--- src/rtl/ram_bus_arbiter.sv ---
// ram_bus_arbiter: shares one RAM between CPU and DMA requesters with round-robin
// tie-break, a burst limit under contention, and registered per-port read data.
module ram_bus_arbiter #(
    parameter int ADDR_WIDTH = 8,
    parameter int DATA_WIDTH = 8,
    parameter int MAX_BURST  = 4
) (
    input  logic                  clk_i,
    input  logic                  rst_ni,
    input  logic                  cpu_req_i,
    input  logic                  cpu_we_i,
    input  logic [ADDR_WIDTH-1:0] cpu_addr_i,
    input  logic [DATA_WIDTH-1:0] cpu_wdata_i,
    output logic                  cpu_gnt_o,
    output logic [DATA_WIDTH-1:0] cpu_rdata_o,
    output logic                  cpu_rvalid_o,
    output logic                  cpu_stall_o,
    input  logic                  dma_req_i,
    input  logic                  dma_we_i,
    input  logic [ADDR_WIDTH-1:0] dma_addr_i,
    input  logic [DATA_WIDTH-1:0] dma_wdata_i,
    output logic                  dma_gnt_o,
    output logic [DATA_WIDTH-1:0] dma_rdata_o,
    output logic                  dma_rvalid_o,
    output logic                  mem_cs_o,
    output logic                  mem_oe_o,
    output logic                  mem_we_o,
    output logic [ADDR_WIDTH-1:0] mem_addr_o,
    output logic [DATA_WIDTH-1:0] mem_wdata_o,
    input  logic [DATA_WIDTH-1:0] mem_rdata_i
);
    typedef enum logic [1:0] {IDLE, CPU_OWN, DMA_OWN} state_e;
    localparam int BW = MAX_BURST > 1 ? $clog2(MAX_BURST) : 1;
    localparam logic [BW-1:0] BURST_LAST = BW'(MAX_BURST - 1);

    state_e          state_q, state_d;
    logic            last_dma_q, last_dma_d;
    logic [BW-1:0]   burst_q, burst_d;
    logic            cpu_rvalid_q, dma_rvalid_q;
    logic [DATA_WIDTH-1:0] cpu_rdata_q, dma_rdata_q;
    logic            cpu_acc, dma_acc, own_req, oth_req, keep;

    assign cpu_gnt_o = state_q == CPU_OWN;
    assign dma_gnt_o = state_q == DMA_OWN;
    assign cpu_acc   = cpu_gnt_o & cpu_req_i;
    assign dma_acc   = dma_gnt_o & dma_req_i;
    assign own_req   = cpu_gnt_o ? cpu_req_i : dma_req_i;
    assign oth_req   = cpu_gnt_o ? dma_req_i : cpu_req_i;
    // the burst limit only matters while the other side is waiting
    assign keep      = own_req & (~oth_req | (burst_q < BURST_LAST));

    always_comb begin
        state_d    = state_q;
        last_dma_d = last_dma_q;
        burst_d    = '0;
        if (state_q == IDLE) begin
            state_d = (cpu_req_i & (~dma_req_i | last_dma_q)) ? CPU_OWN :
                      dma_req_i ? DMA_OWN : IDLE;
        end else if (keep) begin
            burst_d = (burst_q == BURST_LAST) ? burst_q : burst_q + BW'(1);
        end else begin
            last_dma_d = dma_gnt_o;
            state_d    = oth_req ? (cpu_gnt_o ? DMA_OWN : CPU_OWN) : IDLE;
        end
    end

    always_ff @(posedge clk_i or negedge rst_ni) begin
        if (!rst_ni) begin
            state_q      <= IDLE;
            last_dma_q   <= 1'b1;
            burst_q      <= '0;
            cpu_rvalid_q <= 1'b0;
            dma_rvalid_q <= 1'b0;
            cpu_rdata_q  <= '0;
            dma_rdata_q  <= '0;
        end else begin
            state_q      <= state_d;
            last_dma_q   <= last_dma_d;
            burst_q      <= burst_d;
            cpu_rvalid_q <= cpu_acc & ~cpu_we_i;
            dma_rvalid_q <= dma_acc & ~dma_we_i;
            if (cpu_acc & ~cpu_we_i) cpu_rdata_q <= mem_rdata_i;
            if (dma_acc & ~dma_we_i) dma_rdata_q <= mem_rdata_i;
        end
    end

    assign cpu_rvalid_o = cpu_rvalid_q;
    assign dma_rvalid_o = dma_rvalid_q;
    assign cpu_rdata_o  = cpu_rdata_q;
    assign dma_rdata_o  = dma_rdata_q;
    assign cpu_stall_o  = cpu_req_i & ~cpu_gnt_o;
    assign mem_cs_o     = cpu_acc | dma_acc;
    assign mem_we_o     = cpu_acc ? cpu_we_i : dma_acc & dma_we_i;
    assign mem_oe_o     = mem_cs_o & ~mem_we_o;
    assign mem_addr_o   = cpu_acc ? cpu_addr_i : dma_acc ? dma_addr_i : '0;
    assign mem_wdata_o  = cpu_acc ? cpu_wdata_i : dma_acc ? dma_wdata_i : '0;
endmodule

--- config.mk ---
export PLATFORM = sky130hd
export DESIGN_NAME = ram_bus_arbiter
export DESIGN_NICKNAME = d
export VERILOG_FILES = /design/src/rtl/ram_bus_arbiter.sv
export SDC_FILE = /design/constraint.sdc
export NUM_CORES = 1
export LEC_CHECK = 0
export ABC_AREA = 0
export CORE_MARGIN = 4
export CORE_UTILIZATION = 37
export CTS_CLUSTER_SIZE = 12
export DETAILED_ROUTE_END_ITERATION = 7
export PLACE_DENSITY = 0.85
export SYNTH_ARGS = -nofsm -noshare
export SYNTH_HDL_FRONTEND = slang
export SYNTH_SLANG_ARGS = --single-unit
--- constraint.sdc ---
create_clock -name clk_i -period 2.7 [get_ports clk_i]
set_clock_uncertainty 0.2 [all_clocks]
set_input_delay 0.27 -clock clk_i [delete_from_list [all_inputs] [get_ports clk_i]]
set_output_delay 0.27 -clock clk_i [all_outputs]
set_load 0.01 [all_outputs]
==> run metrics, run 1 <==
Period minus WS final=about 2600 ps; CTS Sinks=23; Starting Density=slightly below 40%; Final #Nets=234; vias in the first global route=1145; area grow syn2layout=76.0%; Arr. time, crit path=2110 ps; placer congestion estimate=just under 0.8; CP Launch Type=register; Tot Pwr=about 1300 uW; post-DR vias/cell=roughly 5; antenna cells=0; worst min-delay path class=in -> async; die footprint=~4300 um^2; Met2 Routed Length=between 1.5 and 2 mm; ANT nets after route=0; RSZ-0062 raised after global routing=false; Worst Tran Pin Value=roughly 360 ps; Core ar.=between 3000 and 4000 um^2; Final Util=69.0%; Cell Pwr Density=619 nW/um^2; clk root buf=clkbuf_4; post-route cell area=about 2100 um^2; peak supply drop=0.455 mV; outcome=finished, final reports clean; yosys warns=0; global-route wire length before repair=just under 6 mm; port buffer count=between 80 and 90; per-cell routed wire length=16.3 um; Fin Setup TNS=0 ps; CTS Hold Bufs=0; Bufs on Longest Clock Path=2; endpoints failing setup=0; distinct cell type count after synthesis=29; top layer in use=met4; antenna violations before repair=0; Die Y=between 60 and 70 um; NetSw=a little under 400 uW; placed cells=about 230; most common cell after layout, fill and taps aside=clkdlybuf4s50_1; number of CTS-inserted buffers=3; GR Util All Layers=17.4%; crit path kind=reg -> out; Sw Ratio=~30%; sequential fraction of the synthesis area=between 40% and 50%; clk slew on worst S/H paths=120 ps; Slew headroom=75.6%; fin. max-slew vios=0; global route overflow=0; I/O pin total=86; 1st-pass router iterations=3; Mapped Nets=146; most frequent cells in the layout=clkdlybuf4s50_1, dfrtp_1, a22o_1; worst path required time=approximately 2200 ps; Power Internal=just over 900 uW; drt initial violations=between 40 and 50; flops & latches, synth=23; endpoints failing hold=0; CTS tree=built; crit end category=primary output; worst skew pair latency=around 300 ps; Max Fclk=387 MHz; maximum fanout along the worst path=8; fin cells=230; routed wl met3=approximately 340 um; layout cells sized above 1=16.1%; H-tree lvl count=1; die width=around 65 um; combinational fraction of design power=between 40% and 50%; DP Wirelength=3.04 mm; post-synthesis cell count=between 90 and 100; total routed wirelength=between 3 and 4 mm; # rows=20; synthesized area=about 1200 um^2; clock network power share=between 10% and 20%; largest net degree at the start of global routing=24; Via Count=1146; Max Cap Viol=0; M1 WL=roughly 1.5 mm; fin crit share=a little over nine tenths; Syn Area/Cell=around 12 um^2; Flop pwr share=39.7%; Leakage Power=between 0.0008 and 0.0009 uW; DP Area=around 2100 um^2; DRC Markers=0
-- metal layers --
layer  vias to the layer above  global-route usage (%)
met5                         -                       0
met4                         0                    3.11
met3                         2                    4.27
met2                        56                    32.9
met1                       550                    19.7
li1                        538                       -
-- Yosys cell counts, drive strengths merged --
cell type  count  share of area (%)
a211oi         2                1.2
a21o           1               0.62
a21oi          1               0.41
a221oi         1               0.72
a22o          16                 12
a22oi          1               0.62
and3b          2                1.4
buf            8                4.7
clkbuf         1               0.31
dfrtp         22                 45
dfstp          1                2.2
ha             1                1.0
inv            3               0.93
mux2          16                 17
mux2i          1               0.82
nand3          1               0.41
nor2           6                1.9
nor2b          4                2.7
nor3b          1               0.62
o211ai         1               0.62
o21a           2                1.2
o21ai          4                1.6
o31ai          1               0.62
or2            1               0.51
xor2           1               0.72
-- cell type report --
type	instances	area [um^2]
fill	243	962
timing repair buffer	92	903
sequential	23	578
multi-input combinational	64	567
tap	44	55.1
clock buffer	4	26.3
inverter	3	11.3
-- critical path, stage by stage (launching register included) --
cell	delay [ps]
dfrtp_1	460
and3b_1	380
nor2b_1	270
o21a_1	170
clkdlybuf4s50_1	530
-- flip-flops by register name, indices dropped and copies added, names as in the netlist --
register / flops
dma_rdata_o: 8
cpu_rvalid_o: 1
last_dma_q: 1
dma_rvalid_o: 1
cpu_rdata_o: 8
burst_q: 2
state_q: 2
-- power groups by stage --
stage	Clock, uW	Sequential, uW	Combinational [uW]
after floorplan	0	563	238
after global placement	0	523	630
after detailed placement	0	532	649
after CTS	158	525	653
after global routing	175	542	688
final	157	525	642
-- cell families (layout without fill, tap and decap cells) --
| kind of cell | count (synthesis) | in the layout | share of synthesized area, % |
|---|---|---|---|
| flops | 23 | 23 | 47.4 |
| xor+xnor | 1 | 1 | 0.720 |
| compound gates | 30 | 30 | 19.2 |
| mux | 17 | 17 | 18.1 |
| fa+ha+maj | 1 | 1 | 1.03 |
| simple gates | 15 | 15 | 7.51 |
| buf+inv | 12 | 99 | 5.97 |
-- stage by stage --
stage / setup slack [ps] / hold slack (ps)
floorplan: 954 / -226
global placement: 260 / 290
detailed placement: 190 / 292
CTS: 111 / 116
global route: 8.67 / 102
finish: 118 / 105
-- final timing paths --
path	slack (ps)	depth (start not counted)	start	endpoint
worst max-delay path	120	4	state_q[1]$_DFFE_PN0P_	mem_oe_o
worst min-delay path	100	2	rst_ni	dma_rdata_o[3]$_DFFE_PN0P_
worst max register to register	710	4	state_q[1]$_DFFE_PN0P_	cpu_rdata_o[6]$_DFFE_PN0P_
worst min register to register	320	1	cpu_rdata_o[2]$_DFFE_PN0P_	cpu_rdata_o[2]$_DFFE_PN0P_
max in group asynchronous	1910	2	rst_ni	last_dma_q$_DFFE_PN1P_
min in group clk_i	320	1	cpu_rdata_o[2]$_DFFE_PN0P_	cpu_rdata_o[2]$_DFFE_PN0P_
-- repair_timing --
item	4_1_cts	5_1_grt
resized for setup	0	1
setup buffers	0	0
endpoints found under the setup margin	0	1
endpoints found under the hold margin	0	0
(Power assumes the default switching activity.)
==> inputs of run 2 (changes only) <==
Settings changed: CAP_MARGIN from default to 25, GPL_TIMING_DRIVEN from default to 0.
==> run 2 against run 1 <==
Net effect: final area rose by 2.2%; register-to-register slack improved by 160 ps; clock-buffer cell count decreased by 1; sequential power decreased by 1%; via count grew 0.96%; non-clock buffer count up 3; critical path type unchanged; core utilization grew 1.5 points; routed wire length grew 0.48%; flip-flop and latch count stayed put; cell count up 1.3%.
==> run metrics, run 2 (synthesis gave the netlist of run 1 again) <==
outcome=finished, final reports clean; antenna cells=0; DRC Markers=0; antenna violations before repair=0; I/O pin total=86; ANT nets after route=0; top layer in use=met4; Worst Tran Pin Value=344 ps; # rows=20; Period minus WS final=between 2000 and 3000 ps; Final Util=between 70% and 80%; Met2 Routed Length=1.87 mm; GR Util All Layers=between 15 and 20%; worst path bufs/invs=2; clk slew on worst S/H paths=around 120 ps; area grow syn2layout=79.9%; Arr. time, crit path=about 2100 ps; global route overflow=0; Final #Nets=237; peak supply drop=roughly 0.39 mV; fin crit share=a little over nine tenths; critical path's slowest cell=clkdlybuf4s50_1; R2R Path End=dma_rdata_o[5]$_DFFE_PN0P_; worst path required time=2230 ps; port buffer count=84; CP Launch Type=register; crit path kind=reg -> out; Starting Density=between 30% and 40%; placer congestion estimate=approximately 0.85; Worst R2R Setup Slack=between 800 and 900 ps; crit end category=primary output; CP cell instances=and3b_1 -> nor2b_1 -> buf_4 -> o21a_1 -> clkdlybuf4s50_1; fin. max-slew vios=0; worst skew pair latency=around 300 ps; CP max stage delay=between 500 and 600 ps; CTS tree=built; Final WS setup=125 ps; 1st-pass router iterations=4; reg-to-reg startpoint=state_q[0]$_DFFE_PN0P_; number of CTS-inserted buffers=3; largest net degree at the start of global routing=24; most common cell after layout, fill and taps aside=clkdlybuf4s50_1; M1 WL=~1.5 mm; most frequent cells in the layout=clkdlybuf4s50_1, dfrtp_1, a22o_1; layout cells sized above 1=between 15 and 20%; hold slack=between 100 and 150 ps; Max Cap Viol=0; endpoints failing hold=0; Core ar.=3100 um^2; die width=about 65 um; die footprint=about 4300 um^2; worst min-delay path class=in -> reg; CTS Sinks=23; Placement Setup Slack=between 100 and 150 ps; Top Family by Delay on Critical Path=buffers and inverters; Slew headroom=between 70 and 80%; post-DR vias/cell=approximately 5; Max Fclk=388 MHz; Leakage Power=between 0.0009 and 0.001 uW; routed wl met3=~340 um; Worst Hold Launch=dma_req_i; Min-Delay Endpoint=state_q[1]$_DFFE_PN0P_; drt initial violations=65; per-cell routed wire length=16.2 um; total routed wirelength=between 3 and 4 mm; endpoints failing setup=0; clk root buf=clkbuf_4; Via Count=approximately 1200; Worst path depth=5; global-route wire length before repair=6.00 mm; Die Y=65.3 um; H-tree lvl count=1; RSZ-0062 raised after global routing=false; Cell Pwr Density=just over 600 nW/um^2; hold path cells=2; Post CTS Setup Buffer Count=0; DP Wirelength=between 3 and 4 mm; maximum fanout along the worst path=10; Bufs on Longest Clock Path=2; vias in the first global route=approximately 1200; Fin Setup TNS=0 ps; Worst R2R Path Depth=6
==> run 2: cell count changes in the layout (fill, tap and decap cells not counted), moves of 2 or more <==
cell	delta
buf_6	+2
clkdlybuf4s50_1	-2
clkbuf_4	+2
buf_4	-4
==> run 2: cell type report <==
cell class	instances	area [um^2]
fill	242	915
timing repair buffer	86	881
sequential	23	578
multi-input combinational	64	567
buffer	9	68.8
tap	44	55.1
clock buffer	3	22.5
inverter	3	11.3
clock inverter	1	5.00
==> run 2: report_power, final <==
part / switching (uW) / leakage (uW) / internal [uW]
Combinational: 234 / 0.000632 / 423
Clock: 99.4 / 0.0000177 / 55.3
Sequential: 62.6 / 0.000279 / 457
==> run 2: how the worst max path moves through the flow <==
stage / startpoint / end / slack, ps
5_1_grt: state_q[1]$_DFFE_PN0P_ / mem_oe_o / 9
2_1_floorplan: state_q[0]$_DFFE_PN0P_ / mem_oe_o / 950
4_1_cts: state_q[1]$_DFFE_PN0P_ / mem_wdata_o[5] / 60
3_5_place_dp: dma_req_i / mem_wdata_o[5] / 110
6_report: state_q[1]$_DFFE_PN0P_ / mem_oe_o / 120
3_3_place_gp: dma_req_i / mem_addr_o[4] / 140
==> run 2: repair_timing <==
item | in CTS | in global routing
setup endpoints to repair | 0 | 11
hold buffers | 0 | 1
resized for setup | 0 | 6
endpoints found under the hold margin | 0 | 1
==> run 2: metal layers <==
metal  up-vias  GRT usage, %
met5         -             0
met4         0          5.44
met3         4          4.27
met2        61          32.1
met1       545          21.5
li1        547             -
==> run 2: through the flow <==
| stage | cell area (um^2) | instances | power [uW] |
|---|---|---|---|
| after floorplan | 1220 | 99 | 801 |
| final | 2190 | 233 | 1330 |
| after CTS | 2140 | 231 | 1340 |
| after global routing | 2190 | 233 | 1420 |
| after detailed placement | 2110 | 227 | 1180 |
| after global placement | 2110 | 227 | 1150 |
